## config.mk

```make
export PLATFORM = sky130hd
export DESIGN_NAME = data_path_pipe
export DESIGN_NICKNAME = d
export VERILOG_FILES = /design/src/rtl/data_path_pipe.sv
export SDC_FILE = /design/constraint.sdc
export NUM_CORES = 1
export LEC_CHECK = 0
export BUFFER_PORTS_ARGS = -buffer_cell sky130_fd_sc_hd__buf_2
export CORE_ASPECT_RATIO = 2
export CORE_MARGIN = 2
export CORE_UTILIZATION = 55
export DETAILED_ROUTE_END_ITERATION = 10
export GPL_TIMING_DRIVEN = 1
export MAX_ROUTING_LAYER = met4
export PLACE_DENSITY = 0.82
export SLEW_MARGIN = 40
export SYNTH_ARGS = -nofsm -noshare
export SYNTH_HDL_FRONTEND = slang
export SYNTH_SLANG_ARGS = --single-unit
```

## constraint.sdc

```tcl
create_clock -name clk -period 3.2 [get_ports clk]
set_clock_uncertainty 0.15 [all_clocks]
set_input_delay 0.64 -clock clk [delete_from_list [all_inputs] [get_ports clk]]
set_output_delay 0.64 -clock clk [all_outputs]
set_load 0.01 [all_outputs]
```

## src/rtl/data_path_pipe.sv

```systemverilog
// Two-stage pipelined CPU datapath: E1 accepts and reads operands, E2 executes and writes back.
// R0 reads as zero; E2 results are forwarded to E1 reads so back-to-back dependent ops never stall.
module data_path_pipe #(
  parameter int N      = 8,
  parameter int R_SIZE = 3,
  parameter int SW_W   = 10
) (
  input  logic              clk,
  input  logic              nReset,
  input  logic              issueValid,
  output logic              issueReady,
  input  logic              writeReg,
  input  logic [2:0]        aluFunc,
  input  logic              aluImmediate,
  input  logic              immSwitches,
  input  logic [R_SIZE-1:0] opD,
  input  logic [R_SIZE-1:0] opS,
  input  logic [N-1:0]      opT,
  input  logic [SW_W-1:0]   switchesIn,
  input  logic              switchValid,
  output logic              switchAck,
  output logic [N-1:0]      displayResult,
  output logic [2:0]        flags,
  output logic              resultValid
);

  typedef enum logic [2:0] {
    ALU_ADD   = 3'd0,
    ALU_SUB   = 3'd1,
    ALU_AND   = 3'd2,
    ALU_OR    = 3'd3,
    ALU_XOR   = 3'd4,
    ALU_PASSB = 3'd5,
    ALU_SHL1  = 3'd6,
    ALU_SHR1  = 3'd7
  } alu_op_t;

  localparam int NREG = 2 ** R_SIZE;

  logic [N-1:0]      rf [NREG];
  logic              started;

  logic              e2_valid;
  logic              e2_wr;
  alu_op_t           e2_func;
  logic [R_SIZE-1:0] e2_dst;
  logic [N-1:0]      e2_a;
  logic [N-1:0]      e2_b;

  logic [N-1:0]      res;
  logic              res_c;
  logic              wb;
  logic              stall;
  logic              fire;
  logic [N-1:0]      rd_a;
  logic [N-1:0]      rd_b;
  logic [N-1:0]      b_op;
  logic              sw_unused;

  // Only the low N switch bits feed the datapath.
  assign sw_unused = ^switchesIn;

  always_comb begin
    res   = '0;
    res_c = 1'b0;
    case (e2_func)
      ALU_ADD:   {res_c, res} = {1'b0, e2_a} + {1'b0, e2_b};
      ALU_SUB: begin
        res   = e2_a - e2_b;
        res_c = (e2_a < e2_b);
      end
      ALU_AND:   res = e2_a & e2_b;
      ALU_OR:    res = e2_a | e2_b;
      ALU_XOR:   res = e2_a ^ e2_b;
      ALU_PASSB: res = e2_b;
      ALU_SHL1: begin
        res   = {e2_a[N-2:0], 1'b0};
        res_c = e2_a[N-1];
      end
      ALU_SHR1: begin
        res   = {1'b0, e2_a[N-1:1]};
        res_c = e2_a[0];
      end
      default: begin
        res   = '0;
        res_c = 1'b0;
      end
    endcase
  end

  assign wb = e2_valid & e2_wr & (e2_dst != '0);

  // A register being written back this cycle is read from the ALU result, not the file.
  always_comb begin
    rd_a = (opD == '0) ? '0 : rf[opD];
    rd_b = (opS == '0) ? '0 : rf[opS];
    if (wb && (e2_dst == opD)) rd_a = res;
    if (wb && (e2_dst == opS)) rd_b = res;
    b_op = aluImmediate ? (immSwitches ? switchesIn[N-1:0] : opT) : rd_b;
  end

  assign stall      = issueValid & aluImmediate & immSwitches & ~switchValid;
  assign issueReady = nReset & started & ~stall;
  assign fire       = issueValid & issueReady;
  assign switchAck  = fire & aluImmediate & immSwitches;

  always_ff @(posedge clk) begin
    if (!nReset) begin
      started       <= 1'b0;
      e2_valid      <= 1'b0;
      e2_wr         <= 1'b0;
      e2_func       <= ALU_ADD;
      e2_dst        <= '0;
      e2_a          <= '0;
      e2_b          <= '0;
      displayResult <= '0;
      flags         <= '0;
      resultValid   <= 1'b0;
      for (int unsigned i = 0; i < NREG; i++) rf[i] <= '0;
    end else begin
      started     <= 1'b1;
      e2_valid    <= fire;
      resultValid <= e2_valid;
      if (fire) begin
        e2_wr   <= writeReg;
        e2_func <= alu_op_t'(aluFunc);
        e2_dst  <= opD;
        e2_a    <= rd_a;
        e2_b    <= b_op;
      end
      if (e2_valid) begin
        displayResult <= res;
        flags         <= {(res == '0), res[N-1], res_c};
      end
      if (wb) rf[e2_dst] <= res;
    end
  end

endmodule

```

==> results of run 1 <==
-- tightest hold or removal path, delay by kind of cell, from the launching register on --
kind	cells	cell delay (ps)
simple gates	1	60
compound gates	1	60
flops	1	310
-- logic make-up (layout without fill, tap and decap cells) --
group | after synthesis | count (layout) | share of synthesized area, %
flip-flops | 100 | 100 | 42.0
multiplexers | 65 | 65 | 15.6
AO/OA/AOI/OAI | 137 | 137 | 14.9
XOR/XNOR | 12 | 12 | 1.67
other | 1 | 8 | 0.0596
adder cells (fa/ha/maj) | 26 | 26 | 5.41
AND/OR/NAND/NOR | 200 | 200 | 14.2
buffers and inverters | 79 | 113 | 6.14
-- path summary, 6_finish.rpt --
kind	from	to	slack, ps	depth (start not counted)
hold / removal	displayResult[5]	displayResult[5]	320	2
setup reg to reg	e2_a[2]	displayResult[6]	210	10
hold reg to reg	displayResult[5]	displayResult[5]	320	2
setup / recovery	e2_a[2]	displayResult[6]	210	10
-- per-stage QoR --
stage | util [%] | total power [mW]
6_report | 61.4 | 3.07
5_1_grt | 61.4 | 3.17
4_1_cts | 61.4 | 3.07
3_5_place_dp | 58.9 | 2.06
3_3_place_gp | 58.9 | 2.04
2_1_floorplan | - | 1.89
-- metal layers --
metal | wire length, µm | global-route usage, %
met1 | 5380 | 26.1
met2 | 9610 | 53.0
met3 | 684 | 3.94
met4 | 1320 | 23.4
met5 | 0 | -
-- cell usage in the layout (no fill, tap or decap), types with 3 or more instances in the layout --
cell	count
nand2b_1	3
ha_1	24
clkbuf_16	10
o22ai_1	5
inv_1	33
buf_2	45
o221ai_1	8
o21ai_0	23
mux4_2	25
or2_1	4
nor4_1	3
nor2_1	94
o21ai_1	11
conb_1	8
mux2i_1	28
o22a_1	3
a221o_1	5
nand2_1	51
dfxtp_1	36
mux2_2	11
nor2b_1	6
a21oi_1	42
nor3_1	6
o32ai_1	3
xor2_1	9
buf_4	20
o211ai_1	4
xnor2_1	3
nand3_1	15
a221oi_1	6
edfxtp_1	64
-- registers in the layout (all words and copies together) (netlist names) --
signal	count
e2_wr	1
resultValid	1
e2_a	8
flags	3
rf	64
e2_func	3
e2_valid	1
e2_b	8
displayResult	7
e2_dst	3
started	1
-- area by class of cell --
type                            count  area share [%]
Clock buffer                       10            3.63
Clock inverter                      6           0.436
Inverter                           32            1.74
Multi-Input combinational cell    448            47.8
Sequential cell                   100            38.4
Tap cell                          142            2.58
Timing Repair Buffer               65            5.45
-- power breakdown --
group	switching (mW)	leakage, nW	internal [mW]
logic	0.350	1.51	0.234
clock network	0.458	0.152	0.566
registers	0.0417	0.949	1.42
-- synthesized netlist by cell type (all sizes together) (4+ instances only) --
| cell | n |
|---|---|
| nor2b | 6 |
| o21ai | 34 |
| or2 | 7 |
| a21oi | 43 |
| nand3 | 15 |
| nor2 | 95 |
| inv | 31 |
| mux2 | 12 |
| o211ai | 5 |
| edfxtp | 64 |
| dfxtp | 36 |
| o221ai | 9 |
| mux2i | 28 |
| mux4 | 25 |
| buf | 31 |
| clkbuf | 16 |
| ha | 24 |
| a221oi | 6 |
| nand2b | 4 |
| nand2 | 52 |
| nor4 | 5 |
| xor2 | 9 |
| nor3 | 6 |
| a221o | 5 |
| o22ai | 6 |
==> metrics.md, run 1 <==
| Metric | Value |
|---|---|
| Syn Area/Cell | `10.2 µm²` |
| Die W | `79.7 µm` |
| Finished Layout Cells | `803` |
| Slew HR | `48.1%` |
| Pre-CTS setup slack | `281 ps` |
| Final GP Congestion | `0.933` |
| I/O Buffers | `45` |
| Critical Path, Cell by Cell | `inv_1 -> ha_1 -> nand2b_1 -> a211oi_2 -> nor2_1 -> mux2_4 -> o22ai_2 -> buf_4 -> o21ai_1 -> and2_1` |
| Largest net degree at the start of global routing | `32` |
| Slowest CP cell | `ha_1` |
| Critical path class | `reg2reg` |
| Boundary pin count | `48` |
| CTS max path bufs | `2` |
| Seq. cell area | `2640 µm²` |
| Crit Path Max Fanout | `11` |
| Nets@finish | `716` |
| GR Overflow Total | `0` |
| Largest delay contributor family on the critical path | `compound AO/OA/AOI/OAI gates` |
| Initial DRC Count | `339` |
| Final instance area | `6890 µm²` |
| CTS Buf Count | `9` |
| Setup violations, final | `0` |
| Ranking of synthesized cells by area | `edfxtp_1, dfxtp_1, mux4_2` |
| Vias per inst | `6.28` |
| CP bufs+invs | `2` |
| Clk sinks | `100` |
| Synth Register Bits | `100` |
| Yosys cell types | `73` |
| Clock Latency Late Sink | `350 ps` |
| Die height | `155 µm` |
| CP Launch Type | `flop` |
| Drt wl/cell | `21.2 µm` |
| Max incr delay on CP | `460 ps` |
| Area of the multi-input gates | `3290 µm²` |
| Placed cell count | `787` |
| Max-slew violation count | `0` |
| Leak Pwr | `2.61 nW` |
| Final worst slack | `206 ps` |
| Initial Util | `56.1%` |
| Via count | `5044` |
| Fin crit share | `93.6%` |
| TritonCTS clock tree | `yes` |
| # fillers | `911` |
| Final TNS setup | `0 ps` |
| ANT nets after route | `0` |
| Antenna violations before repair | `0` |
| Mapped Area | `6300 µm²` |
| Hold WS | `318 ps` |
| Worst Setup End Kind | `flop` |
| Fin crit period | `2990 ps` |
| DRC violations left | `0` |
| Layout overhead on the synthesized area | `9.42%` |
| Worst hold-check path type | `reg2reg` |
| WL final | `17000 µm` |
| Vias in the first global route | `5178` |
| DP Wirelength | `12900 µm` |
| Die area | `12400 µm²` |
| Main synth FF type | `edfxtp_1` |
| Layout cells sized above 1 | `20.1%` |
| Row count | `55` |
| Yosys top cell area share | `30.5%` |
| Post-synth EDFFs | `64` |
| Post-CTS setup buffers | `0` |
| Async SR Flop Fraction | `0%` |
| Total Routing Usage GR | `29.3%` |
| Root Buffer | `clkbuf_16` |
| Maximum VDD drop | `0.000470 V` |
| Area after DPL | `6610 µm²` |
| Hold Fails Final Rpt | `0` |
| Clk pin slew, worst setup/hold paths | `70 ps` |
| Sequential fraction of the synthesis area | `42.0%` |
| Yosys warns | `0` |
| RSZ-0062 raised after global routing | `no` |
| CTS H-tree depth | `3` |
| Status | `completed` |
| Fmax | `334 MHz` |
| Total iterations of the first detailed-routing run | `5` |
| Data arrival at the endpoint of the critical path | `3080 ps` |
| PostCTS Resize Cnt | `0` |
| First-pass GRT wire length | `26200 µm` |
| Antenna cell count | `0` |
| Worst slew pin tran | `773 ps` |
| Top cell type by total area after synthesis | `edfxtp_1` |
| Power Density | `446 nW/µm²` |
| Post-CTS Hold Buffers | `0` |
| WP data required | `3290 ps` |
| Core area | `11200 µm²` |
| Max-cap violations | `0` |
| Cells after Synth | `620` |
Note: power is estimated with default switching activity, not from simulation.
==> run 2, diff against run 1 <==
==> constraint.sdc (replaced) <==
create_clock -name clk -period 3.75 [get_ports clk]
set_clock_uncertainty 0.15 [all_clocks]
set_input_delay 0.75 -clock clk [delete_from_list [all_inputs] [get_ports clk]]
set_output_delay 0.75 -clock clk [all_outputs]
set_load 0.01 [all_outputs]
==> run 2 against run 1 <==
Against the previous run: worst hold slack improved by 18 ps; final cell count fell by 0.50%; sequential power fell by 14%; register-to-register slack improved by 350 ps; die area did not move; non-clock buffer count fell by 4; power fell by 11%; largest power group unchanged; sequential cell count did not move; critical path depth fell by 1; critical path type unchanged.
==> metrics.md, run 2 (synthesis results as in run 1) <==
| Metric | Value |
|---|---|
| Post-CTS setup buffers | `0 (unchanged)` |
| Nets@finish | `712 (was 716)` |
| Met1 Usage GRT | `26.8% (was 26.1%)` |
| GR Overflow Total | `0 (unchanged)` |
| Finished Layout Cells | `799 (was 803)` |
| Status | `completed (unchanged)` |
| Total power draw | `2.74 mW (was 3.07 mW)` |
| Final TNS setup | `0 ps (unchanged)` |
| Worst Setup End Kind | `flop (unchanged)` |
| Pre-CTS setup slack | `656 ps (was 281 ps)` |
| Fin crit period | `3200 ps (was 2990 ps)` |
| Antenna violations before repair | `0 (unchanged)` |
| Setup violations, final | `0 (unchanged)` |
| CP Launch Type | `flop (unchanged)` |
| Root Buffer | `clkbuf_16 (unchanged)` |
| Global routing's busiest layer | `met2 (unchanged)` |
| Via count | `5065 (was 5044)` |
| Worst slew pin tran | `803 ps (was 773 ps)` |
| Worst Reg2Reg Path Length in Cells | `9 (was 10)` |
| Top Registers | `rf x64, e2_a x8, e2_b x8 (unchanged)` |
| Hold Path End | `displayResult[1] (was displayResult[5])` |
| Critical path class | `reg2reg (unchanged)` |
| Data arrival at the endpoint of the critical path | `3270 ps (was 3080 ps)` |
| Vias in the first global route | `5249 (was 5178)` |
| Fmax | `313 MHz (was 334 MHz)` |
| Core area | `11200 µm² (unchanged)` |
| WL final | `17200 µm (was 17000 µm)` |
| Most common cell after layout, fill and taps aside | `nor2_1 (unchanged)` |
| M2 GR Usage | `53.2% (was 53.0%)` |
| Final instance area | `6910 µm² (was 6890 µm²)` |
| Power Density | `396 nW/µm² (was 446 nW/µm²)` |
| Die height | `155 µm (unchanged)` |
| I/O Buffers | `45 (unchanged)` |
| Maximum VDD drop | `0.000455 V (was 0.000470 V)` |
| Drt wl/cell | `21.6 µm (was 21.2 µm)` |
| Total iterations of the first detailed-routing run | `5 (unchanged)` |
| Post-CTS Hold Buffers | `0 (unchanged)` |
| ANT nets after route | `0 (unchanged)` |
| CTS Buf Count | `9 (unchanged)` |
| Row count | `55 (unchanged)` |
| PostCTS Resize Cnt | `0 (unchanged)` |
| Final GP Congestion | `0.999 (was 0.933)` |
| Fin crit share | `85.3% (was 93.6%)` |
| Slew HR | `46.2% (was 48.1%)` |
| DP Wirelength | `13200 µm (was 12900 µm)` |
| Initial Util | `56.1% (unchanged)` |
| CTS max path bufs | `2 (unchanged)` |
| Leak Pwr | `2.60 nW (was 2.61 nW)` |
| Clk pin slew, worst setup/hold paths | `70 ps (about the same)` |
| Boundary pin count | `48 (unchanged)` |
| R2r setup slk | `550 ps (was 210 ps)` |
| Hold Fails Final Rpt | `0 (unchanged)` |
| Crit Path Max Fanout | `11 (unchanged)` |
| Die area | `12400 µm² (unchanged)` |
| Total Routing Usage GR | `30.1% (was 29.3%)` |
| Clock Latency Late Sink | `350 ps (about the same)` |
| Hold Path Cell Cnt | `2 (unchanged)` |
| Layout overhead on the synthesized area | `9.80% (was 9.42%)` |
| Layout cells sized above 1 | `20.1% (about the same)` |
| RSZ-0062 raised after global routing | `no (unchanged)` |
| Initial DRC Count | `391 (was 339)` |
| Max-cap violations | `0 (unchanged)` |
| Utilization after layout | `61.6% (was 61.4%)` |
| Commonest cells after routing, fill and taps aside | `nor2_1, edfxtp_1, nand2_1 (unchanged)` |
| Die W | `79.7 µm (unchanged)` |
| Area after DPL | `6580 µm² (was 6610 µm²)` |
| WP data required | `3830 ps (was 3290 ps)` |
| Placed cell count | `783 (was 787)` |
| Largest reg by FF count | `rf (unchanged)` |
| Launch point of the worst reg-to-reg path | `e2_a[2] (unchanged)` |
| CTS H-tree depth | `3 (unchanged)` |
| Max-slew violation count | `0 (unchanged)` |
| TritonCTS clock tree | `yes (unchanged)` |
| Vias per inst | `6.34 (was 6.28)` |
| Met3 global-route usage | `5.63% (was 3.94%)` |
| Largest net degree at the start of global routing | `32 (unchanged)` |
| Antenna cell count | `0 (unchanged)` |
| Final worst slack | `553 ps (was 206 ps)` |
| Worst R2R End | `e2_b[6] (was displayResult[6])` |
| Max FFs per register | `64 (unchanged)` |
| Hold WS | `336 ps (was 318 ps)` |
| Worst hold-check path type | `reg2reg (unchanged)` |
| First-pass GRT wire length | `27000 µm (was 26200 µm)` |
| DRC violations left | `0 (unchanged)` |
| Clk sinks | `100 (unchanged)` |
| Hold path start | `displayResult[1] (was displayResult[5])` |
[run 2: power by group]
group / internal (mW) / leakage (nW) / switching, mW
logic: 0.190 / 1.48 / 0.304
registers: 1.21 / 0.949 / 0.0395
clock network: 0.600 / 0.164 / 0.394
[run 2: routing by layer]
layer / part of all wire, % / vias up
li1: - / 2302
met2: 55 / 215
met1: 31 / 2447
met3: 4.9 / 101
met5: 0 / -
met4: 9.0 / 0
[run 2: critical path, cell delays in order (launching register included)]
cell and delay (ps):
dfxtp_1 440, inv_1 80, ha_1 460, nand2b_1 260
a211oi_2 310, nor2_1 110, mux2_4 310, o22ai_2 590
mux2_2 300, a21oi_1 70
[run 2: worst max-delay path by stage]
stage                           start        end  slack, ps
after detailed placement      e2_a[2]    e2_b[6]        660
after floorplan           immSwitches  switchAck        970
after global placement        e2_a[2]    e2_b[6]        700
after global routing          e2_a[2]    e2_b[6]        400
after CTS                     e2_a[2]    e2_b[6]        620
final                         e2_a[2]    e2_b[6]        550
[run 2: cell type report]
cell class                 count  area (µm²)
multi-input combinational    448        3300
fill                         887        4300
clock inverter                 4        50.0
clock buffer                  12         279
inverter                      32         120
sequential                   100        2640
tap                          142         178
timing repair buffer          61         345
==> run 3, diff against run 2 <==
--- a/config.mk
+++ b/config.mk
@@ -9,6 +9,7 @@
 export CORE_ASPECT_RATIO = 2
 export CORE_MARGIN = 2
 export CORE_UTILIZATION = 55
+export CTS_BUF_LIST = sky130_fd_sc_hd__clkbuf_16
 export DETAILED_ROUTE_END_ITERATION = 10
 export GPL_TIMING_DRIVEN = 1
 export MAX_ROUTING_LAYER = met4
==> run 3 against run 2 <==
Against the previous run: combinational power barely moved; first-iteration DRC count fell by 0.26%; global-route usage did not move; via count barely moved; final cell count did not move; fmax fell by 0.42%; sequential share of layout area did not move; die area did not move; critical path type unchanged.
==> metrics.md, run 3 (synthesis results as in run 1) <==
| Metric | Value |
|---|---|
| Final GP Congestion | `0.999 (unchanged)` |
| WP data required | `3830 ps (about the same)` |
| Worst slew pin tran | `775 ps (was 803 ps)` |
| Data arrival at the endpoint of the critical path | `3290 ps (was 3270 ps)` |
| Largest net degree at the start of global routing | `32 (unchanged)` |
| Critical Path, Cell by Cell | `inv_1 -> ha_1 -> nand2b_1 -> a211oi_2 -> nor2_1 -> mux2_4 -> o22ai_2 -> mux2_2 -> a21oi_1 (unchanged)` |
| Max-cap violations | `0 (unchanged)` |
| Slowest CP cell | `o22ai_2 (unchanged)` |
| Met1 Usage GRT | `26.8% (unchanged)` |
| Maximum VDD drop | `0.000453 V (was 0.000455 V)` |
| Critical path class | `reg2reg (unchanged)` |
| Largest reg by FF count | `rf (unchanged)` |
| Initial Util | `56.1% (unchanged)` |
| Leak Pwr | `2.60 nW (about the same)` |
| First-pass GRT wire length | `27000 µm (unchanged)` |
| Worst hold-check path type | `reg2reg (unchanged)` |
| Initial DRC Count | `390 (was 391)` |
| Boundary pin count | `48 (unchanged)` |
| Commonest cells after routing, fill and taps aside | `nor2_1, edfxtp_1, nand2_1 (unchanged)` |
| DRC violations left | `0 (unchanged)` |
| DP Wirelength | `13200 µm (unchanged)` |
| Hold Fails Final Rpt | `0 (unchanged)` |
| CP Launch Type | `flop (unchanged)` |
| Total Routing Usage GR | `30.1% (unchanged)` |
| GR Overflow Total | `0 (unchanged)` |
| TritonCTS clock tree | `yes (unchanged)` |
| Layout cells sized above 1 | `20.1% (unchanged)` |
| Fmax | `311 MHz (was 313 MHz)` |
| Layout overhead on the synthesized area | `9.80% (unchanged)` |
| Top Registers | `rf x64, e2_a x8, e2_b x8 (unchanged)` |
| Nets@finish | `712 (unchanged)` |
| Fin crit period | `3210 ps (was 3200 ps)` |
| # fillers | `887 (unchanged)` |
| CTS max path bufs | `2 (unchanged)` |
| Status | `completed (unchanged)` |
| Max-slew violation count | `0 (unchanged)` |
| Met3 global-route usage | `5.63% (unchanged)` |
| Post-CTS setup buffers | `0 (unchanged)` |
| Max FFs per register | `64 (unchanged)` |
| Crit Path Max Fanout | `11 (unchanged)` |
| PostCTS Resize Cnt | `0 (unchanged)` |
| Die height | `155 µm (unchanged)` |
| Post-CTS Hold Buffers | `0 (unchanged)` |
| Row count | `55 (unchanged)` |
| Worst Setup End Kind | `flop (unchanged)` |
| Hold WS | `337 ps (was 336 ps)` |
| Total iterations of the first detailed-routing run | `6 (was 5)` |
| Clock Latency Late Sink | `350 ps (about the same)` |
| Setup violations, final | `0 (unchanged)` |
| Via count | `5063 (was 5065)` |
| Clk sinks | `100 (unchanged)` |
| CTS Buf Count | `9 (unchanged)` |
| Most common cell after layout, fill and taps aside | `nor2_1 (unchanged)` |
| Root Buffer | `clkbuf_16 (unchanged)` |
| RSZ-0062 raised after global routing | `no (unchanged)` |
| I/O Buffers | `45 (unchanged)` |
| Vias per inst | `6.34 (about the same)` |
| Clk pin slew, worst setup/hold paths | `70 ps (about the same)` |
| Core area | `11200 µm² (unchanged)` |
| Fin crit share | `85.6% (was 85.3%)` |
| Final TNS setup | `0 ps (unchanged)` |
| Die W | `79.7 µm (unchanged)` |
| WL final | `17200 µm (about the same)` |
| M2 GR Usage | `53.2% (unchanged)` |
| Power Density | `396 nW/µm² (about the same)` |
| Die area | `12400 µm² (unchanged)` |
| Global routing's busiest layer | `met2 (unchanged)` |
| Antenna cell count | `0 (unchanged)` |
| Vias in the first global route | `5249 (unchanged)` |
| Max incr delay on CP | `600 ps (was 590 ps)` |
| Antenna violations before repair | `0 (unchanged)` |
| ANT nets after route | `0 (unchanged)` |
| Slew HR | `48.0% (was 46.2%)` |
| Drt wl/cell | `21.6 µm (about the same)` |
| CTS H-tree depth | `3 (unchanged)` |
[run 3: final cells by class]
type	count	area (µm²)	area share [%]
clock buffers	11	275	3.98
inverters	32	120	1.74
multi-input cells	448	3300	47.7
flip-flops and latches	100	2640	38.2
clock inverters	5	53.8	0.778
repair buffers	61	345	5.00
well taps	142	178	2.57
[run 3: final timing paths]
kind	cells past startpoint	from	to	slack, ps
hold / removal	2	displayResult[0]	displayResult[0]	340
setup reg to reg	9	e2_a[2]	e2_b[6]	540
hold reg to reg	2	displayResult[0]	displayResult[0]	340
setup / recovery	9	e2_a[2]	e2_b[6]	540
[run 3: critical path, delay by kind of cell (launching register included)]
family | cells | cell delay [ps]
AO/OA/AOI/OAI | 3 | 980
adder cells (fa/ha/maj) | 1 | 460
buffers and inverters | 1 | 80
flip-flops | 1 | 440
multiplexers | 2 | 610
AND/OR/NAND/NOR | 2 | 370
[run 3: per-layer routing]
layer	wire length [µm]	up-vias
li1	-	2305
met1	5360	2432
met2	9450	226
met3	886	100
met4	1520	0
met5	0	-
[run 3: through the flow]
step / instance area [µm²] / total power, mW / utilization (%) / setup slack, ps / cells
2_1_floorplan: 6320 / 1.61 / - / 975 / 627
3_3_place_gp: 6580 / 1.73 / 58.7 / 703 / 783
3_5_place_dp: 6580 / 1.75 / 58.7 / 656 / 783
4_1_cts: 6910 / 2.73 / 61.6 / 619 / 799
5_1_grt: 6910 / 2.83 / 61.6 / 395 / 799
6_report: 6910 / 2.74 / 61.6 / 539 / 799
[run 3: where the power goes]
| group | switching [mW] | internal (mW) |
|---|---|---|
| combinational | 0.305 | 0.190 |
| clock | 0.394 | 0.597 |
| sequential | 0.0396 | 1.21 |
